### config.mk
export PLATFORM = sky130hd
export DESIGN_NAME = uart_rx_core
export DESIGN_NICKNAME = d
export VERILOG_FILES = /design/src/rtl/uart_pkg.sv /design/src/rtl/uart_sync_edge.sv /design/src/rtl/uart_rx_core.sv
export SDC_FILE = /design/constraint.sdc
export NUM_CORES = 1
export LEC_CHECK = 0
export BUFFER_PORTS_ARGS = -buffer_cell sky130_fd_sc_hd__buf_4
export CAP_MARGIN = 20
export CORE_MARGIN = 2
export CORE_UTILIZATION = 55
export DETAILED_ROUTE_END_ITERATION = 8
export PLACE_DENSITY_LB_ADDON = 0.25
export SETUP_SLACK_MARGIN = 0.15
export SLEW_MARGIN = 25
export SYNTH_ARGS = -nofsm -noshare
export SYNTH_HDL_FRONTEND = slang
export SYNTH_SLANG_ARGS = --single-unit
### constraint.sdc
create_clock -name clk -period 2 [get_ports clk]
set_input_delay 0.2 -clock clk [delete_from_list [all_inputs] [get_ports clk]]
set_output_delay 0.2 -clock clk [all_outputs]
set_load 0.005 [all_outputs]
### src/rtl/uart_pkg.sv
// Shared UART definitions: receiver FSM states and default line timing.
package uart_pkg;

  // Receiver frame-tracking states.
  typedef enum logic [1:0] {
    IDLE  = 2'd0,
    START = 2'd1,
    DATA  = 2'd2,
    STOP  = 2'd3
  } rx_state_t;

  localparam int DEFAULT_CLK_FREQ  = 50_000_000;
  localparam int DEFAULT_BAUD_RATE = 115200;

endpackage

### src/rtl/uart_sync_edge.sv
// Two-flop synchronizer for the asynchronous serial line plus a falling-edge
// detector on the synchronized value. Every flop resets to 1 (idle line) so
// releasing reset never produces a false start edge.
module uart_sync_edge (
  input  logic clk,
  input  logic rst,
  input  logic rxd,
  output logic rxd_sync,
  output logic fall
);

  logic sync1_reg;
  logic sync2_reg;
  logic prev_reg;

  // Synchronizer chain and previous-value register for edge detection.
  always_ff @(posedge clk or posedge rst) begin
    if (rst) begin
      sync1_reg <= 1'b1;
      sync2_reg <= 1'b1;
      prev_reg  <= 1'b1;
    end else begin
      sync1_reg <= rxd;
      sync2_reg <= sync1_reg;
      prev_reg  <= sync2_reg;
    end
  end

  assign rxd_sync = sync2_reg;
  assign fall     = prev_reg & ~sync2_reg;

endmodule

### src/rtl/uart_rx_core.sv
// 8N1 UART receiver. A falling edge on the synchronized line starts a frame;
// every bit is sampled at its middle, counted from the edge-detection cycle.
// A good stop bit loads rx_data and pulses rx_data_valid for one cycle.
module uart_rx_core
  import uart_pkg::*;
#(
  parameter int CLK_FREQ  = DEFAULT_CLK_FREQ,
  parameter int BAUD_RATE = DEFAULT_BAUD_RATE
) (
  input  logic       clk,
  input  logic       rst,
  input  logic       rxd,
  output logic       rx_data_valid,
  output logic [7:0] rx_data
);

  localparam int BIT_CYCLES = CLK_FREQ / BAUD_RATE;
  localparam int HALF_BIT   = BIT_CYCLES / 2;
  localparam int CNT_W      = (BIT_CYCLES > 1) ? $clog2(BIT_CYCLES) : 1;

  // The counter holds k-1 in cycle k after the detection cycle, so the start
  // sample lands on HALF_BIT and each later sample one full bit after that.
  localparam logic [CNT_W-1:0] HALF_LAST = CNT_W'(HALF_BIT - 1);
  localparam logic [CNT_W-1:0] BIT_LAST  = CNT_W'(BIT_CYCLES - 1);

  logic rxd_sync;
  logic fall;

  rx_state_t        state_reg, state_next;
  logic [CNT_W-1:0] cnt_reg,   cnt_next;
  logic [2:0]       bit_reg,   bit_next;
  logic [7:0]       shift_reg, shift_next;
  logic [7:0]       data_reg,  data_next;
  logic             valid_reg, valid_next;

  uart_sync_edge u_sync_edge (
    .clk      (clk),
    .rst      (rst),
    .rxd      (rxd),
    .rxd_sync (rxd_sync),
    .fall     (fall)
  );

  // State, counters, shift register and output registers.
  always_ff @(posedge clk or posedge rst) begin
    if (rst) begin
      state_reg <= IDLE;
      cnt_reg   <= '0;
      bit_reg   <= '0;
      shift_reg <= '0;
      data_reg  <= '0;
      valid_reg <= 1'b0;
    end else begin
      state_reg <= state_next;
      cnt_reg   <= cnt_next;
      bit_reg   <= bit_next;
      shift_reg <= shift_next;
      data_reg  <= data_next;
      valid_reg <= valid_next;
    end
  end

  // Next-state logic: edge detection, mid-bit sampling and frame checking.
  always_comb begin
    state_next = state_reg;
    cnt_next   = cnt_reg;
    bit_next   = bit_reg;
    shift_next = shift_reg;
    data_next  = data_reg;
    valid_next = 1'b0;

    case (state_reg)
      IDLE: begin
        // Edges seen in any other state are ignored by construction.
        if (fall) begin
          state_next = START;
          cnt_next   = '0;
          bit_next   = '0;
        end
      end

      START: begin
        if (cnt_reg == HALF_LAST) begin
          cnt_next   = '0;
          // A high line at mid start bit was only a glitch.
          state_next = rxd_sync ? IDLE : DATA;
        end else begin
          cnt_next = cnt_reg + 1'b1;
        end
      end

      DATA: begin
        if (cnt_reg == BIT_LAST) begin
          cnt_next            = '0;
          shift_next[bit_reg] = rxd_sync;
          if (bit_reg == 3'd7) begin
            state_next = STOP;
          end else begin
            bit_next = bit_reg + 1'b1;
          end
        end else begin
          cnt_next = cnt_reg + 1'b1;
        end
      end

      STOP: begin
        if (cnt_reg == BIT_LAST) begin
          cnt_next = '0;
          // Return mid-stop-bit so a back-to-back start edge is not missed.
          state_next = IDLE;
          if (rxd_sync) begin
            data_next  = shift_reg;
            valid_next = 1'b1;
          end
        end else begin
          cnt_next = cnt_reg + 1'b1;
        end
      end

      default: begin
        state_next = IDLE;
      end
    endcase
  end

  assign rx_data       = data_reg;
  assign rx_data_valid = valid_reg;

endmodule

==> results.yml, run 1 <==
route:
  drtAntennaViolNets: 0
  vias: 1305
  drtPass1Iterations: 5
  dr.first_iter.drc_count: 48
  met2_wirelength_um: 1810
  vias_per_cell: 5.90
  wire_per_inst_um: 16.3
  dr_wl_met3_um: 155
  top_layer: "met4"
  finalWirelength_um: 3590
  wl_met1_um: 1580
  drc: 0
clocking:
  numCtsBuffers: 5
  h-tree-depth: 2
  cts_tree: "done"
  insertion_delay_ns: 0.34
  path_clk_slew_ns: 0.11
  cts_root_buf: "clkbuf_4"
  cts.sinks: 34
  clk_path_buf_depth: 2
timing:
  relSlewSlack_pct: 72.3
  hold_viol_final: 0
  fin_crit_sh_pct: 93.1
  max_freq_ghz: 0.537
  drv_slew: 0
  setup_violations: 0
  whs_ns: 0.375
  tightest_slew_ns: 0.416
  grt_setup_unrepaired: "true"
  fin_crit_ns: 1.86
  finalSetupTns_ns: 0
  final.setup_skew_ns: 0.0115
synth:
  synthesis.nets: 163
  synth-edff-count: 0
  yosys_warnings: 0
  synth-async-reset-ratio_pct: 100
  synth_ff_type: "dfrtp_1"
  synth_compound_area_share_pct: 8.67
  syn-cell-area_um2: 1690
  synth_xor_area_share_pct: 1.04
  synth-seq-area-share_pct: 50.6
  ys_types: 36
  syn_inst: 155
  synthSimpleGateAreaFrac_pct: 19.8
  synthAdderAreaFrac_pct: 3.70
  avgSynthCellArea_um2: 10.9
  synth-seq-cells: 34
  synthMuxAreaShare_pct: 12.7
  synth_top_family_by_area: "simple AND/OR/NAND/NOR gates"
critical_path:
  reg2reg_to: "shift_reg[3]"
  crit_required_ns: 2.24
  r2r_cells: 7
  r2r_slack_ns: 0.14
  crit_type: "flip-flop to flip-flop"
  r2r-start: "cnt_reg[1]"
  worstSetupEndpoint: "shift_reg[3]"
  cp_max_fo: 4
  crit_arrival_ns: 2.10
  end_kind: "flip-flop"
  start_kind: "flip-flop"
  cp-startpoint: "cnt_reg[1]"
power:
  swShare_pct: 29.1
  power_frac_clock_pct: 34.3
  cellLeakagePower_uw: 0.000996
  power_frac_comb_pct: 21.3
  intPower_uw: 1350
  p_sw_uw: 554
  vdd_drop_max_mv: 0.648
  p_seq_share_pct: 44.5
  powerDensity_nw_per_um2: 887
final_layout:
  syn_to_final_growth_pct: 27.0
  final_util_pct: 72.1
  antenna_cells: 0
  fin_nets: 195
  largest_reg_flops: 9
  drive_gt1_share_pct: 39.4
  final_cell_mix: "28 x buf_4, 27 x dfrtp_1, 22 x nand2_1"
  final_common_cell: "buf_4"
run_status:
  outcome: "finished clean"
global_route:
  grt_pass1_wl_um: 5750
  grt_pass1_vias: 1256
  gr-total-overflow: 0
  antenna_found_initial: 0
  grt_start_max_net_pins: 35
  grt_usage_pct: 22.0
floorplan:
  initial_utilization_pct: 56.7
  die_width_um: 59.4
  die_y_um: 59.4
  dieArea_um2: 3530
  io_pins: 12
  rows: 20
  core_um2: 2980
place:
  io_buffers: 11
  hpwl_um: 2310
  gp_congestion: 0.863
worst_hold_path:
  min_path_type: "flip-flop to flip-flop"
  hold_depth: 0
job:
  cap_viol_max_count: 0
## cell families (layout without fill, tap and decap cells)
logic type	count (synthesis)	in the layout
compound gates	21	21
xor+xnor	2	2
fa+ha+maj	5	5
buf+inv	13	46
flops	34	34
mux	19	19
simple gates	61	61
## power groups by stage
stage	clock network (µW)	registers [µW]	logic, µW
after global placement	0	838	292
final	652	847	405
after floorplan	0	805	262
after CTS	666	832	323
after global routing	697	859	448
after detailed placement	0	844	311
## layout make-up
type                            count  area, µm²
Multi-Input combinational cell    108        873
Fill cell                         205        832
Clock buffer                        6       51.3
Clock inverter                      2       60.1
Inverter                            8       30.0
Timing Repair Buffer               30        230
Sequential cell                    34        860
Tap cell                           33       41.3
## synthesized netlist by cell type (2+ instances only)
master | instances | share of area (%)
buf_2 | 2 | 0.59
clkbuf_1 | 2 | 0.44
dfrtp_1 | 31 | 46
dfstp_2 | 3 | 4.7
ha_1 | 5 | 3.7
inv_1 | 8 | 1.8
mux2_2 | 16 | 11
mux2i_1 | 2 | 1.2
nand2_1 | 22 | 4.9
nand2b_1 | 2 | 0.74
nand3_1 | 9 | 2.7
nand4_1 | 2 | 0.74
nor2_1 | 5 | 1.1
nor2b_1 | 4 | 1.5
nor3_1 | 9 | 2.7
o211ai_1 | 2 | 0.89
o21a_1 | 2 | 0.89
o21ai_0 | 8 | 2.4
o22ai_1 | 3 | 1.1
xnor2_1 | 2 | 1.0
## through the flow
| stage | instances | cell area (µm²) | setup slack [ns] | power, µW |
|---|---|---|---|---|
| 6_report | 221 | 2150 | 0.137 | 1900 |
| 3_5_place_dp | 200 | 1830 | 0.140 | 1150 |
| 4_1_cts | 210 | 1970 | 0.142 | 1820 |
| 2_1_floorplan | 155 | 1690 | 0.286 | 1070 |
| 5_1_grt | 221 | 2150 | 0.0538 | 2000 |
| 3_3_place_gp | 200 | 1830 | 0.188 | 1130 |
## metal layers
| metal | track usage, % | up-vias |
|---|---|---|
| met2 | 36.4 | 37 |
| met3 | 6.99 | 7 |
| met4 | 7.14 | 0 |
| met5 | 0 | - |
| li1 | - | 617 |
| met1 | 27.2 | 644 |
## worst min path at each step
| stage | start | to |
|---|---|---|
| after floorplan | rxd | u_sync_edge.sync1_reg |
| after global placement | rst | rx_data[7] |
| after detailed placement | rxd | u_sync_edge.sync1_reg |
| after CTS | u_sync_edge.sync1_reg | u_sync_edge.rxd_sync |
| after global routing | u_sync_edge.sync1_reg | u_sync_edge.rxd_sync |
| final | u_sync_edge.sync1_reg | u_sync_edge.rxd_sync |
## worst max-delay path, cell delays in order (launching register included)
cell,delay (ns)
dfrtp_1,0.43
inv_2,0.09
ha_4,0.13
and4bb_2,0.25
nand4_1,0.19
buf_4,0.23
nor3_4,0.12
mux2_4,0.31
## timing repair
item                                    in CTS  in global routing
buffers inserted                             0                 11
endpoints found under the setup margin      16                 23
pin swaps                                    2                  4
hold endpoints to repair                    32                  0
resized for setup                            2                 22
hold buffers                                 2                  0
Power figures use the tool's default switching activity.
==> inputs of run 2 (changes only) <==
--- a/config.mk
+++ b/config.mk
@@ -5,11 +5,13 @@
 export SDC_FILE = /design/constraint.sdc
 export NUM_CORES = 1
 export LEC_CHECK = 0
+export ABC_AREA = 1
 export BUFFER_PORTS_ARGS = -buffer_cell sky130_fd_sc_hd__buf_4
 export CAP_MARGIN = 20
 export CORE_MARGIN = 2
 export CORE_UTILIZATION = 55
 export DETAILED_ROUTE_END_ITERATION = 8
+export HOLD_SLACK_MARGIN = 0.15
 export PLACE_DENSITY_LB_ADDON = 0.25
 export SETUP_SLACK_MARGIN = 0.15
 export SLEW_MARGIN = 25
==> run 2 against run 1 <==
First-iteration DRC count increased by 52%. Total power rose by 4.1%. Die area down 4.1%. Worst setup slack better by 0.20 ns. Critical endpoint is now state_reg[0]. Combinational power increased by 18%. Sequential share of layout area is 5.5 points higher. Synthesized cell count rose by 25%. Maximum frequency up 12%. Routed wire length fell by 14%. Sequential power grew 0.6%.
==> results.yml, run 2 <==
clocking:
  clk_path_buf_depth: 2
  numCtsBuffers: 5
  h-tree-depth: 2
  cts.sinks: 34
  insertion_delay_ns: 0.33
  cts_root_buf: "clkbuf_4"
  cts_tree: "done"
  path_clk_slew_ns: 0.10
synth:
  syn-cell-area_um2: 1610
  synth-edff-count: 0
  synth.largest_area_cell: "dfrtp_1"
  avgSynthCellArea_um2: 8.36
  yosys_warnings: 0
  syn_inst: 193
  synth_common_cells: "63 x nand2_1, 31 x dfrtp_1, 16 x inv_1, 16 x nand3_1, 13 x nor2_1"
  synth.most_common_cell: "nand2_1"
  synth_ff_type: "dfrtp_1"
  synthesis.nets: 201
  synth-seq-area-share_pct: 52.9
  ys_types: 24
  synth-seq-cells: 34
  synth_area_leaders: "dfrtp_1 48%, nand2_1 15%, nand3_1 5.0%, dfstp_2 4.9%, ha_1 3.9%"
  synth-async-reset-ratio_pct: 100
  yosysTopAreaCellShare_pct: 48.1
global_route:
  grt_usage_pct: 21.1
  met2_usage_pct: 32.3
  grt_start_max_net_pins: 35
  antenna_found_initial: 0
  grtUsageMet1_pct: 28.1
  gr-total-overflow: 0
  grt_busiest_layer: "met2"
  grt_pass1_wl_um: 5340
  grt_pass1_vias: 1267
  met3_usage_pct: 4.69
floorplan:
  io_pins: 12
  die_y_um: 58.2
  die_width_um: 58.2
  rows: 19
  initial_utilization_pct: 58.0
  core_um2: 2780
  dieArea_um2: 3380
critical_path:
  critPathBufInv: 1
  cpMaxStageDelayCell: "dfstp_2"
  cp.depth: 7
  r2r_cells: 7
  max_stage_delay_ns: 0.58
  cpMostUsedCell: "nand3_1"
  crit_required_ns: 2.21
  start_kind: "flip-flop"
  cp_top_family: "simple AND/OR/NAND/NOR gates"
  reg2reg_to: "state_reg[0]"
  r2r-start: "u_sync_edge.rxd_sync"
  end_kind: "flip-flop"
  crit_type: "flip-flop to flip-flop"
  crit_chain: "inv_1, nand2_1, nand3_1, nand2_1, nor2_2, nand3_1, nand3_1"
  r2r_slack_ns: 0.34
  crit_arrival_ns: 1.87
  cp_max_fo: 11
worst_hold_path:
  min_from: "u_sync_edge.sync1_reg"
  hold_end: "u_sync_edge.rxd_sync"
  hold_depth: 0
  min_path_type: "flip-flop to flip-flop"
place:
  hpwl_um: 2270
  dp_slack_ns: 0.359
  dp_cells: 235
  io_buffers: 11
  gp_congestion: 0.840
timing:
  drv_slew: 0
  hold_viol_final: 0
  finalSetupTns_ns: 0
  final.setup_skew_ns: 0.00891
  grt_setup_unrepaired: "true"
  max_freq_ghz: 0.602
  fin_crit_sh_pct: 83.0
  setup_slack_ns: 0.339
  fin_crit_ns: 1.66
  relSlewSlack_pct: 72.5
  tightest_slew_ns: 0.411
  setup_violations: 0
route:
  drc: 0
  dr.first_iter.drc_count: 73
  vias_per_cell: 5.40
  finalWirelength_um: 3110
  drtAntennaViolNets: 0
  wire_per_inst_um: 12.7
  drtPass1Iterations: 4
  vias: 1323
power:
  powerDensity_nw_per_um2: 1060
  cellLeakagePower_uw: 0.000930
  vdd_drop_max_mv: 1.07
final_layout:
  stdcell_count: 245
  final_util_pct: 67.4
  antenna_cells: 0
  fin_nets: 221
  final_common_cell: "nand2_1"
  final_cell_mix: "63 x nand2_1, 31 x dfrtp_1, 16 x inv_1, 16 x nand3_1"
  syn_to_final_growth_pct: 16.1
  largest_reg_flops: 9
  n_fill_cell: 222
  drive_gt1_share_pct: 16.8
job:
  cap_viol_max_count: 0
run_status:
  outcome: "finished clean"
==> run 2: changes by cell type in the layout (fill, tap and decap cells not counted), moves of 5 or more <==
| cell | before | now |
|---|---|---|
| nor2_1 | 4 | 12 |
| inv_1 | 7 | 16 |
| nand2_1 | 22 | 63 |
| o21ai_1 | 0 | 9 |
| buf_4 | 28 | 12 |
| nand3_1 | 9 | 16 |
| inv_2 | 1 | 6 |
| mux2_2 | 13 | 0 |
==> run 2: cells by family after synthesis <==
logic type	count (synthesis)	synth area share (%)
AOI/OAI and AO/OA	27	8.99
xor gates and xnor gates	2	1.09
adders and majority gates	5	3.88
buffers and inverters	25	5.89
DFF	34	52.9
and+or+nand+nor	100	27.2
==> run 2: area by class of cell <==
cell class / instances / area [µm²] / area share [%]
inverters: 24 / 92.6 / 4.94
repair buffers: 14 / 110 / 5.87
flip-flops and latches: 34 / 855 / 45.6
multi-input cells: 134 / 667 / 35.6
clock inverters: 2 / 60.1 / 3.20
clock buffers: 6 / 51.3 / 2.74
well taps: 31 / 38.8 / 2.07
==> run 2: per-stage QoR <==
step                power (µW)  hold slack [ns]  area [µm²]
floorplan                 1210            0.204        1610
global placement          1280            0.310        1740
detailed placement        1330            0.310        1740
CTS                       1980            0.361        1870
global route              2100            0.368        1870
finish                    1980            0.361        1870
==> run 2: how the worst max path moves through the flow <==
stage,slack (ns),endpoint,from
after floorplan,0.58,flip-flop,cnt_reg[1]
after global placement,0.44,flip-flop,u_sync_edge.rxd_sync
after detailed placement,0.36,rx_data[5],cnt_reg[1]
after CTS,0.35,rx_data[5],cnt_reg[1]
after global routing,0.14,flip-flop,cnt_reg[1]
final,0.34,state_reg[0],u_sync_edge.rxd_sync
==> run 2: worst register-to-register path: stages, from the launching register on <==
cell and delay, ns:
dfstp_2 0.58, inv_1 0.16, nand2_1 0.10, nand3_1 0.30
nand2_1 0.19, nor2_2 0.07, nand3_1 0.06, nand3_1 0.09
==> run 2: timing repair <==
| item | in CTS | in global routing |
|---|---|---|
| hold buffers | 2 | 0 |
| endpoints found under the setup margin | 0 | 5 |
| hold endpoints to repair | 32 | 0 |
| resized for setup | 0 | 2 |
| setup buffers | 0 | 0 |
==> run 2: metal layers <==
metal  wire length [µm]  share of wire (%)
met5                  0                  0
met2               1510                 49
met4                 74                2.4
met3                109                3.5
met1               1410                 45
==> run 2: report_power, final <==
part	internal (µW)	leakage [µW]	total (µW)	switching, µW
combinational	155	0.000416	478	323
sequential	756	0.000456	852	96.5
clock	423	0.0000585	652	228
==> inputs of run 3 (changes only) <==
--- a/config.mk
+++ b/config.mk
@@ -5,7 +5,7 @@
 export SDC_FILE = /design/constraint.sdc
 export NUM_CORES = 1
 export LEC_CHECK = 0
-export ABC_AREA = 1
+export ABC_AREA = 0
 export BUFFER_PORTS_ARGS = -buffer_cell sky130_fd_sc_hd__buf_4
 export CAP_MARGIN = 20
 export CORE_MARGIN = 2
==> constraint.sdc (replaced) <==
create_clock -name clk -period 1.6 [get_ports clk]
set_input_delay 0.16 -clock clk [delete_from_list [all_inputs] [get_ports clk]]
set_output_delay 0.16 -clock clk [all_outputs]
set_load 0.005 [all_outputs]
==> run 3 against run 2 <==
The run now ends with negative setup slack left. Global-route usage is 4.6 points higher. Clock skew decreased by 0.0012 ns. Sequential cell count did not move. Die area is 4.3% higher. Worst hold slack improved by 0.0026 ns. Maximum frequency down 2.6%. Highest routed layer unchanged. Combinational power rose by 84%. Clock-buffer cell count stayed put. First-iteration DRC count decreased by 42%.
==> results.yml, run 3 (same netlist as run 1, synthesis figures left out) <==
floorplan:
  dieArea_um2: 3530
  die_y_um: 59.4
  io_pins: 12
  rows: 20
  core_um2: 2980
  die_width_um: 59.4
  initial_utilization_pct: 56.7
clocking:
  insertion_delay_ns: 0.34
  cts.sinks: 34
  numCtsBuffers: 5
  cts_tree: "done"
  path_clk_slew_ns: 0.10
  clk_path_buf_depth: 2
  cts_root_buf: "clkbuf_4"
  h-tree-depth: 2
critical_path:
  start_kind: "flip-flop"
  r2r-start: "cnt_reg[1]"
  max_stage_delay_ns: 0.41
  r2r_slack_ns: -0.11
  cp_max_fo: 4
  end_kind: "flip-flop"
  cpMaxStageDelayCell: "dfrtp_1"
  r2r_cells: 7
  crit_chain: "inv_2, ha_4, and4bb_1, nand4_1, buf_6, nor3_4, mux2_4"
  reg2reg_to: "shift_reg[3]"
  crit_arrival_ns: 1.94
  crit_type: "flip-flop to flip-flop"
  crit_required_ns: 1.83
place:
  gp_congestion: 0.813
  dp_slack_ns: -0.197
  hpwl_um: 2380
  io_buffers: 11
timing:
  tightest_slew_ns: 0.444
  fin_crit_sh_pct: 107
  setup_slack_ns: -0.106
  finalSetupTns_ns: -1.51
  hold_viol_final: 0
  relSlewSlack_pct: 70.2
  grt_setup_unrepaired: "true"
  final.setup_skew_ns: 0.00768
  drv_slew: 0
  fin_crit_ns: 1.71
  setup_violations: 28
  max_freq_ghz: 0.586
power:
  cellLeakagePower_uw: 0.00111
  vdd_drop_max_mv: 1.07
  powerDensity_nw_per_um2: 1140
route:
  vias: 1404
  drtPass1Iterations: 4
  dr.first_iter.drc_count: 42
  drtAntennaViolNets: 0
  finalWirelength_um: 4060
  vias_per_cell: 6.00
  drc: 0
  wire_per_inst_um: 17.3
worst_hold_path:
  min_from: "u_sync_edge.sync1_reg"
  hold_end: "u_sync_edge.rxd_sync"
  hold_depth: 0
  min_path_type: "flip-flop to flip-flop"
final_layout:
  drive_gt1_share_pct: 48.3
  syn_to_final_growth_pct: 40.1
  largest_reg_flops: 9
  regArea_um2: 855
  fin_nets: 208
  final_common_cell: "buf_4"
  final_util_pct: 79.5
  n_fill_cell: 157
  final_cell_mix: "36 x buf_4, 31 x dfrtp_1, 22 x nand2_1"
  multi_input_area_um2: 982
  antenna_cells: 0
global_route:
  antenna_found_initial: 0
  gr-total-overflow: 0
  grt_usage_pct: 25.7
  grt_pass1_vias: 1394
  grt_pass1_wl_um: 6500
  grt_start_max_net_pins: 35
job:
  cap_viol_max_count: 0
run_status:
  violations: "negative setup slack"
  outcome: "complete, but fails checks"
## run 3: changes by cell type in the layout (fill, tap and decap cells not counted), sizes merged, moves of 4 or more
cell / previous run / this run
buf: 12 / 41
inv: 23 / 8
mux2: 0 / 17
nand2: 63 / 22
nand3: 17 / 10
nor2: 15 / 5
nor2b: 0 / 4
nor3: 0 / 9
o21ai: 22 / 8
## run 3: through the flow
| step | hold WS (ns) | cell area, µm² | total power, µW | std cells |
|---|---|---|---|---|
| finish | 0.364 | 2370 | 2710 | 234 |
| global route | 0.371 | 2370 | 2830 | 234 |
| CTS | 0.365 | 2300 | 2570 | 233 |
| detailed placement | 0.274 | 1960 | 1600 | 217 |
| global placement | 0.269 | 1960 | 1570 | 217 |
| floorplan | 0.164 | 1690 | 1340 | 155 |
## run 3: how the worst max path moves through the flow
stage | endpoint | start | slack, ns
6_report | shift_reg[3] | cnt_reg[1] | -0.11
5_1_grt | shift_reg[5] | cnt_reg[1] | -0.18
4_1_cts | shift_reg[3] | cnt_reg[0] | -0.09
3_5_place_dp | shift_reg[3] | cnt_reg[1] | -0.20
3_3_place_gp | shift_reg[7] | cnt_reg[1] | -0.13
2_1_floorplan | bit_reg[0] | cnt_reg[1] | -0.08
## run 3: worst max-delay path: cells and delay by family (launching register included)
kind / cells / cell delay, ns
multiplexers: 1 / 0.31
AND/OR/NAND/NOR: 3 / 0.52
flip-flops: 1 / 0.41
buffers and inverters: 2 / 0.25
adder cells (fa/ha/maj): 1 / 0.12
## run 3: layout make-up
type / count / area share (%)
Clock buffer: 6 / 2.17
Clock inverter: 2 / 2.54
Inverter: 8 / 1.27
Multi-Input combinational cell: 108 / 41.5
Sequential cell: 34 / 36.1
Tap cell: 33 / 1.75
Timing Repair Buffer: 43 / 14.6
## run 3: routing by layer
layer  global-route usage (%)  wire length [µm]
met5                        0                 0
met4                     13.6               107
met3                     7.21               156
met2                     40.2              2040
met1                     32.1              1750
## run 3: power by group
part           switching [µW]  internal, µW
Clock                     293           529
Sequential               82.6           926
Combinational             456           422
Total                     832          1880
## run 3: what timing repair did
item,in CTS,in global routing
endpoints found under the hold margin,32,0
endpoints found under the setup margin,29,30
hold buffers,2,0
buffers inserted,6,1
resized for setup,37,11
pin swaps,9,4
